## config.mk

```make
export PLATFORM = sky130hd
export DESIGN_NAME = demux4_collect_flat
export DESIGN_NICKNAME = d
export VERILOG_FILES = /design/src/rtl/demux4_collect_if.sv /design/src/rtl/demux4_collect.sv /design/src/flat_wrapper.sv
export SDC_FILE = /design/constraint.sdc
export NUM_CORES = 1
export LEC_CHECK = 0
export CAP_MARGIN = 20
export CORE_AREA = 2 2 39 41
export DETAILED_ROUTE_END_ITERATION = 8
export DIE_AREA = 0 0 41 43
export PLACE_DENSITY = 0.72
export SYNTH_ARGS = -nofsm -noshare
export SYNTH_HDL_FRONTEND = slang
export SYNTH_SLANG_ARGS = --single-unit
export TNS_END_PERCENT = 100
```

## constraint.sdc

```tcl
create_clock -name clk -period 1.6 [get_ports clk]
set_input_delay 0.32 -clock clk [delete_from_list [all_inputs] [get_ports clk]]
set_output_delay 0.32 -clock clk [all_outputs]
set_load 0.1 [all_outputs]
```

## src/rtl/demux4_collect_if.sv

```systemverilog
// demux4_collect_if: sample-in / word-out bundle for the 4:1 bit-select receiver.
//   y, sel, in_valid  -> sample stream (driven by master)
//   in_ready          <- receiver can take a sample
//   x, out_valid      <- recovered word and its valid
//   out_ready         -> consumer takes the word
// The slave modport is the receiver side; master is the source/consumer side.
interface demux4_collect_if #(
  parameter int unsigned LANES = 4,
  parameter int unsigned SEL_W = $clog2(LANES)
);
  logic             y;
  logic [SEL_W-1:0] sel;
  logic             in_valid;
  logic             in_ready;
  logic [LANES-1:0] x;
  logic             out_valid;
  logic             out_ready;

  modport slave (
    input  y, sel, in_valid, out_ready,
    output in_ready, x, out_valid
  );

  modport master (
    output y, sel, in_valid, out_ready,
    input  in_ready, x, out_valid
  );
endinterface

```

## src/rtl/demux4_collect.sv

```systemverilog
// demux4_collect: rebuilds a LANES-bit word from (y, sel) samples, one bit per
// sample, and presents the completed word with a valid/ready handshake.
//   clk, rst   clock and asynchronous active-high reset
//   flush      synchronous discard of the partially collected (or held) word
//   bus        sample input and word output handshake (slave side)
//   lane_mask  lanes already filled in the current word
//   dup_err    1-cycle pulse: accepted sample landed on a filled lane
//   ovf_err    1-cycle pulse: sample offered while not ready (dropped)
module demux4_collect #(
  parameter int unsigned LANES = 4,
  parameter int unsigned SEL_W = $clog2(LANES)
) (
  input  logic             clk,
  input  logic             rst,
  input  logic             flush,
  demux4_collect_if.slave  bus,
  output logic [LANES-1:0] lane_mask,
  output logic             dup_err,
  output logic             ovf_err
);

  typedef enum logic [0:0] {StCollect, StHold} state_e;

  state_e           state_q, state_d;
  logic [LANES-1:0] x_q, x_d;
  logic [LANES-1:0] mask_q, mask_d;
  logic             dup_q, dup_d;
  logic             ovf_q, ovf_d;
  logic [SEL_W-1:0] sel;
  logic [LANES-1:0] sel_onehot;
  logic [LANES-1:0] mask_upd;

  assign sel        = bus.sel;
  assign sel_onehot = {{(LANES-1){1'b0}}, 1'b1} << sel;
  assign mask_upd   = mask_q | sel_onehot;

  always_comb begin
    state_d = state_q;
    x_d     = x_q;
    mask_d  = mask_q;
    dup_d   = 1'b0;
    ovf_d   = 1'b0;
    if (flush) begin
      // Flush wins over any sample; in HOLD it drops the word as if consumed.
      state_d = StCollect;
      mask_d  = '0;
    end else begin
      case (state_q)
        StCollect: begin
          if (bus.in_valid) begin
            x_d[sel] = bus.y;
            mask_d   = mask_upd;
            dup_d    = mask_q[sel];
            if (mask_upd == {LANES{1'b1}}) state_d = StHold;
          end
        end
        StHold: begin
          // No same-cycle bypass: a sample here is dropped even when out_ready=1.
          ovf_d = bus.in_valid;
          if (bus.out_ready) begin
            mask_d  = '0;
            state_d = StCollect;
          end
        end
        default: state_d = StCollect;
      endcase
    end
  end

  always_ff @(posedge clk or posedge rst) begin
    if (rst) begin
      state_q <= StCollect;
      x_q     <= '0;
      mask_q  <= '0;
      dup_q   <= 1'b0;
      ovf_q   <= 1'b0;
    end else begin
      state_q <= state_d;
      x_q     <= x_d;
      mask_q  <= mask_d;
      dup_q   <= dup_d;
      ovf_q   <= ovf_d;
    end
  end

  assign bus.in_ready  = (state_q == StCollect);
  assign bus.out_valid = (state_q == StHold);
  assign bus.x         = x_q;
  assign lane_mask     = mask_q;
  assign dup_err       = dup_q;
  assign ovf_err       = ovf_q;

endmodule

```

## src/flat_wrapper.sv

```systemverilog
// flat-port wrapper written by rule: the top's interface ports become plain ports
module demux4_collect_flat 
#(
  parameter int unsigned LANES = 4,
  parameter int unsigned SEL_W = $clog2(LANES)
)
  (clk, rst, flush, lane_mask, dup_err, ovf_err, bus_y, bus_sel, bus_in_valid, bus_out_ready, bus_in_ready, bus_x, bus_out_valid);
  demux4_collect_if #(.LANES(LANES), .SEL_W(SEL_W)) bus_i ();
  input  logic clk;
  input  logic rst;
  input  logic flush;
  output logic [LANES-1:0] lane_mask;
  output logic dup_err;
  output logic ovf_err;
  input wire logic [$bits(bus_i.y)-1:0] bus_y;
  input wire logic [$bits(bus_i.sel)-1:0] bus_sel;
  input wire logic [$bits(bus_i.in_valid)-1:0] bus_in_valid;
  input wire logic [$bits(bus_i.out_ready)-1:0] bus_out_ready;
  output wire logic [$bits(bus_i.in_ready)-1:0] bus_in_ready;
  output wire logic [$bits(bus_i.x)-1:0] bus_x;
  output wire logic [$bits(bus_i.out_valid)-1:0] bus_out_valid;
  assign bus_i.y = bus_y;
  assign bus_i.sel = bus_sel;
  assign bus_i.in_valid = bus_in_valid;
  assign bus_i.out_ready = bus_out_ready;
  assign bus_in_ready = bus_i.in_ready;
  assign bus_x = bus_i.x;
  assign bus_out_valid = bus_i.out_valid;
  demux4_collect #(.LANES(LANES), .SEL_W(SEL_W)) u_core (.clk(clk), .rst(rst), .flush(flush), .bus(bus_i), .lane_mask(lane_mask), .dup_err(dup_err), .ovf_err(ovf_err));
endmodule
```

After elaboration in Yosys (flattened, before gate mapping)
Index checks and enable logic that the tools add are counted.

Bitwise operators: 3. Eq/ne operators: 3. Reduce and logical (&&, ||, !) cells: 3. Order comparisons: 2. Muxes and demuxes: 19. Shifts and indexed selects: 1.

Operators by type and width (number): 4-bit two-way mux (3); 1-bit two-way mux (11); 4-bit one-hot mux with 2 select lines (1); 3-bit inequality test, second input constant (2); 4-bit bitwise mux (1); 4-bit == test, second input constant (1); 4-bit bitwise OR (1); 1-bit by 2-bit left shift with 4-bit output, first input constant (1); 2-bit by 3-bit < comparator with 1-bit output, second input constant (1); 3-bit AND reduction (1); 1-bit binary-select mux with 2-bit select (1); 1-bit demux with 2-bit select (1); 2-bit by 1-bit greater-or-equal comparator with 1-bit output, second input constant (1); 1-bit inverter (2); 1-bit one-hot mux with 2 select lines (1); 2-bit AND reduction (1); 1-bit logical AND (1).

Input bits: 8. Flip-flop bits (word level): 11. Logic and storage cells: 36. Output and inout bits: 12.

Longest topological paths before layout
Word-level depth: 7. Gate-level depth with buffers: 4. Mapped depth without buffers: 4.

Least setup slack after synthesis
No wires, ideal clock.

Path type: reg2out. Start: register u_core.state_q, in the netlist u_core.bus.out_valid. End: output port bus_in_ready. Slack: -414 ps. Arrival: 1694 ps. Path buffers: 0. Required time: 1280 ps. Cell stages (with the launch flop): 2. Cell sequence: dfrtp_1 > inv_1.

Longest elaborated chain between the ends: 1.

RTL lines: start, declared (RTL line demux4_collect.sv:24) `state_e state_q, state_d;`; start signal, assigned (RTL line demux4_collect.sv:72) `state_q <= StCollect;`; start signal, assigned (RTL line demux4_collect.sv:78) `state_q <= state_d;`; 1-bit inverter (no line); end, declared (RTL line flat_wrapper.sv:19) `output wire logic [$bits(bus_i.in_ready)-1:0] bus_in_ready;`.

Every way passes these cells.

Worst setup path after layout
Start: input port bus_sel[1]. End: register u_core.dup_q, in the netlist u_core.dup_err.

Longest elaborated chain between the ends: 5.

RTL lines: start, declared (RTL line flat_wrapper.sv:16) `input wire logic [$bits(bus_i.sel)-1:0] bus_sel;`; 1-bit binary-select mux with 2-bit select (RTL line demux4_collect.sv:53) `dup_d = mask_q[sel];`; 1-bit two-way mux (not written as such) (RTL line demux4_collect.sv:53); 1-bit two-way mux (RTL line demux4_collect.sv:50) `if (bus.in_valid) begin`; 1-bit two-way mux (RTL line demux4_collect.sv:48) `case (state_q)`; 1-bit two-way mux (RTL line demux4_collect.sv:43) `if (flush) begin`; via u_core.dup_d (RTL line demux4_collect.sv:27) `logic dup_q, dup_d;`; end signal, assigned (RTL line demux4_collect.sv:81) `dup_q <= dup_d;`; end, declared (RTL line demux4_collect.sv:27).

The timed path passes the listed nets, and every way through them passes these cells. The select of a mux whose other input is x is not followed. A chain may end at the register's enable or synchronous reset.

==> impl_metrics.csv <==
group,metric,value,unit
critical_path,cp_slowest_cell,"sky130_fd_sc_hd__clkdlybuf4s50_1",
drt,avgViaCountPerCell,5.10,
clock_network,cts.sinks,11,
drt,dr_total_vias,469,
layout,final_core_utilization,67.0,%
critical_path,worstPathCellList,"clkdlybuf4s50_1, mux4_2, and2_1",
pwr,maximum_vdd_drop,0.000725,V
drt,drt.antenna.violating_nets,0,
logic_synthesis,netlist.top_cell.by_area,"sky130_fd_sc_hd__dfrtp_1",
clock_network,clock_insertion_delay_worst_skew,0.27,ns
sta,finalSetupViolCount,0,
logic_synthesis,syn_avg_cell_area,11.1,µm²
critical_path,timing.critical_path.buf_inv,1,
sta,fraction_of_the_cycle_the_final_worst_path_needs,86.9,%
clock_network,ctsResizeCount,0,
pwr,design_power_total,0.000948,W
sta,relSlewSlack,73.5,%
grt,grt_use_total,15.7,%
layout,drive_above_1_share,40.8,%
critical_path,crit_type,"in -> reg",
sta,slew_viol_final,0,
critical_path,cp_top_family,"buffers and inverters",
layout,final_area,927,µm²
place,dp_worst_setup_slack,-0.0732,ns
sta,timing_hold_violations_final,0,
pwr,cellPowerDensity,1020,mW/mm²
drt,iteration_count_of_the_initial_detailed_routing_pass,4,
grt,first_global_vias,475,
sta,fmax,0.719,GHz
clock_network,cts_hold_buffers,0,
logic_synthesis,most_common_flop_cell_mapped_by_yosys,"sky130_fd_sc_hd__dfrtp_1",
sta,grt_setup_unrepaired,"false",
critical_path,critPathMaxFanout,5,
grt,grt_first_pass_wirelength,1850,µm
pwr,leakagePower,0.409,nW
critical_path,r2r_start,"u_core.bus.out_valid$_DFF_PP0_",
die,die-width,41,µm
sta,clock-skew-final,0.00637,ns
sta,min_period,1.39,ns
logic_synthesis,synth.most_common_cell,"sky130_fd_sc_hd__dfrtp_1",
place,post_dp_cell_area,901,µm²
logic_synthesis,netlist_top_cells_count,"sky130_fd_sc_hd__dfrtp_1, sky130_fd_sc_hd__nor2_1",
drt,wl_cell,12.3,µm
logic_synthesis,yosys_warnings,0,
die,floorplan.initialDensity,36.8,%
clock_network,clk_pin_slew,0.07,ns
sta,fin_worst_hold_slack,0.330,ns
logic_synthesis,async_flop_share,100,%
logic_synthesis,post_synthesis_sequential_area_ratio,54.1,%
clock_network,cts_tree,"done",
logic_synthesis,yosys.area.top_type_share,54.1,%
place,port_buffers,19,
logic_synthesis,yosysUniqueCellTypes,21,
logic_synthesis,syn-num-nets,54,
logic_synthesis,netlist_area,509,µm²
place,hpwlAfterDp,951,µm
clock_network,ctsRootBufferMaster,"sky130_fd_sc_hd__clkbuf_4",
logic_synthesis,syn_inst,46,
job,drv.max_cap_violation_count,0,
grt,pin_count_of_the_biggest_net_entering_global_routing,12,
place,routabilityCongestion,0.847,
clock_network,clk_path_buf_depth,2,
critical_path,critical_path.startpoint_type,"input port",
logic_synthesis,synth.area.top_cells,"sky130_fd_sc_hd__dfrtp_1, sky130_fd_sc_hd__mux2_2, sky130_fd_sc_hd__nor2_1",
hold_path,hold_class,"in -> async",
layout,antennaDiodeCount,0,
critical_path,critical_path_required,1.76,ns
die,num_io_pins,20,
layout,area_growth_syn_to_layout,82.1,%
critical_path,r2r_setup_slack,0.24,ns
critical_path,worstPathArrival,1.55,ns
drt,drt_drc_violations_left,0,
die,dieHeight,43,µm
drt,totalWireLength,1130,µm
grt,grt_antenna_before_repair,0,
layout,finish.net_count,85,
clock_network,post_cts_buffers,0,
status,outcome,"completed",
clock_network,cts_buffers,3,
clock_network,cts_htree_levels,1,
critical_path,crit_path_start,"bus_sel[1]",
sta,setup_ws,0.210,ns
logic_synthesis,synth_seq_cells,11,
critical_path,worstSetupEndpointType,"flip-flop",
drt,initialDrtViolationCount,9,
grt,global_route.overflow_total,0,
die,fp.dieArea,0.00176,mm²
die,placeableCoreArea,0.00138,mm²
sta,worstMarginPinSlew,0.397,ns
critical_path,timing.critical_path.slowest_cell_delay,0.56,ns
logic_synthesis,synth_edf_count,0,
die,num_rows,14,
area by class of cell:
type | count | area [µm²]
clock buffer | 4 | 26.3
fill | 107 | 457
inverter | 3 | 15.0
multi-input combinational | 32 | 223
sequential | 11 | 280
tap | 16 | 20.0
timing repair buffer | 26 | 363
cell families (layout without fill, tap and decap cells):
kind of cell,count (synthesis),in the layout,synth area share (%)
flip-flops,11,11,54.1
buffers and inverters,3,33,2.21
multiplexers,5,5,14.0
AND/OR/NAND/NOR,19,19,20.4
AO/OA/AOI/OAI,8,8,9.34
placed cells by master, fill, tap and decap left out, types with 2 or more instances in the layout:
cell,instances
sky130_fd_sc_hd__a21oi_1,3
sky130_fd_sc_hd__buf_12,12
sky130_fd_sc_hd__buf_4,7
sky130_fd_sc_hd__clkbuf_4,3
sky130_fd_sc_hd__clkdlybuf4s50_1,7
sky130_fd_sc_hd__dfrtp_1,9
sky130_fd_sc_hd__inv_1,2
sky130_fd_sc_hd__mux2_2,3
sky130_fd_sc_hd__nand2_1,3
sky130_fd_sc_hd__nand3_1,2
sky130_fd_sc_hd__nor2_1,7
sequential cells by signal (all words and copies together) (netlist names):
signal / cells
u_core.dup_err: 1
u_core.bus.out_valid: 1
u_core.bus.x: 4
u_core.lane_mask: 4
u_core.ovf_err: 1
through the flow:
step	setup TNS, ns	cells
final	0	92
after global routing	0	92
after CTS	0	92
after detailed placement	-0.211	88
after global placement	-0.0954	88
after floorplan	0	46
where the power goes:
part           switching (W)  total, W  internal (W)
Clock              0.0000872  0.000184     0.0000964
Combinational       0.000259  0.000423      0.000164
Sequential         0.0000347  0.000341      0.000306
per-layer routing:
layer	track usage, %	vias to the layer above	part of all wire [%]
li1	-	221	-
met1	20.1	220	40
met2	23.8	24	52
met3	3.14	4	6.6
met4	8.67	0	1.9
met5	0	-	0
worst paths after layout:
kind	to	cells after the start
max	u_core.dup_err$_DFF_PP0_	3
min	u_core.bus.x[3]$_DFFE_PP0P_	2
max reg2reg	u_core.bus.x[3]$_DFFE_PP0P_	3
min reg2reg	u_core.bus.x[0]$_DFFE_PP0P_	1
max in group asynchronous	u_core.bus.out_valid$_DFF_PP0_	2
min in group clk	u_core.bus.x[0]$_DFFE_PP0P_	1
No activity file was read; power rests on OpenSTA's default activity.
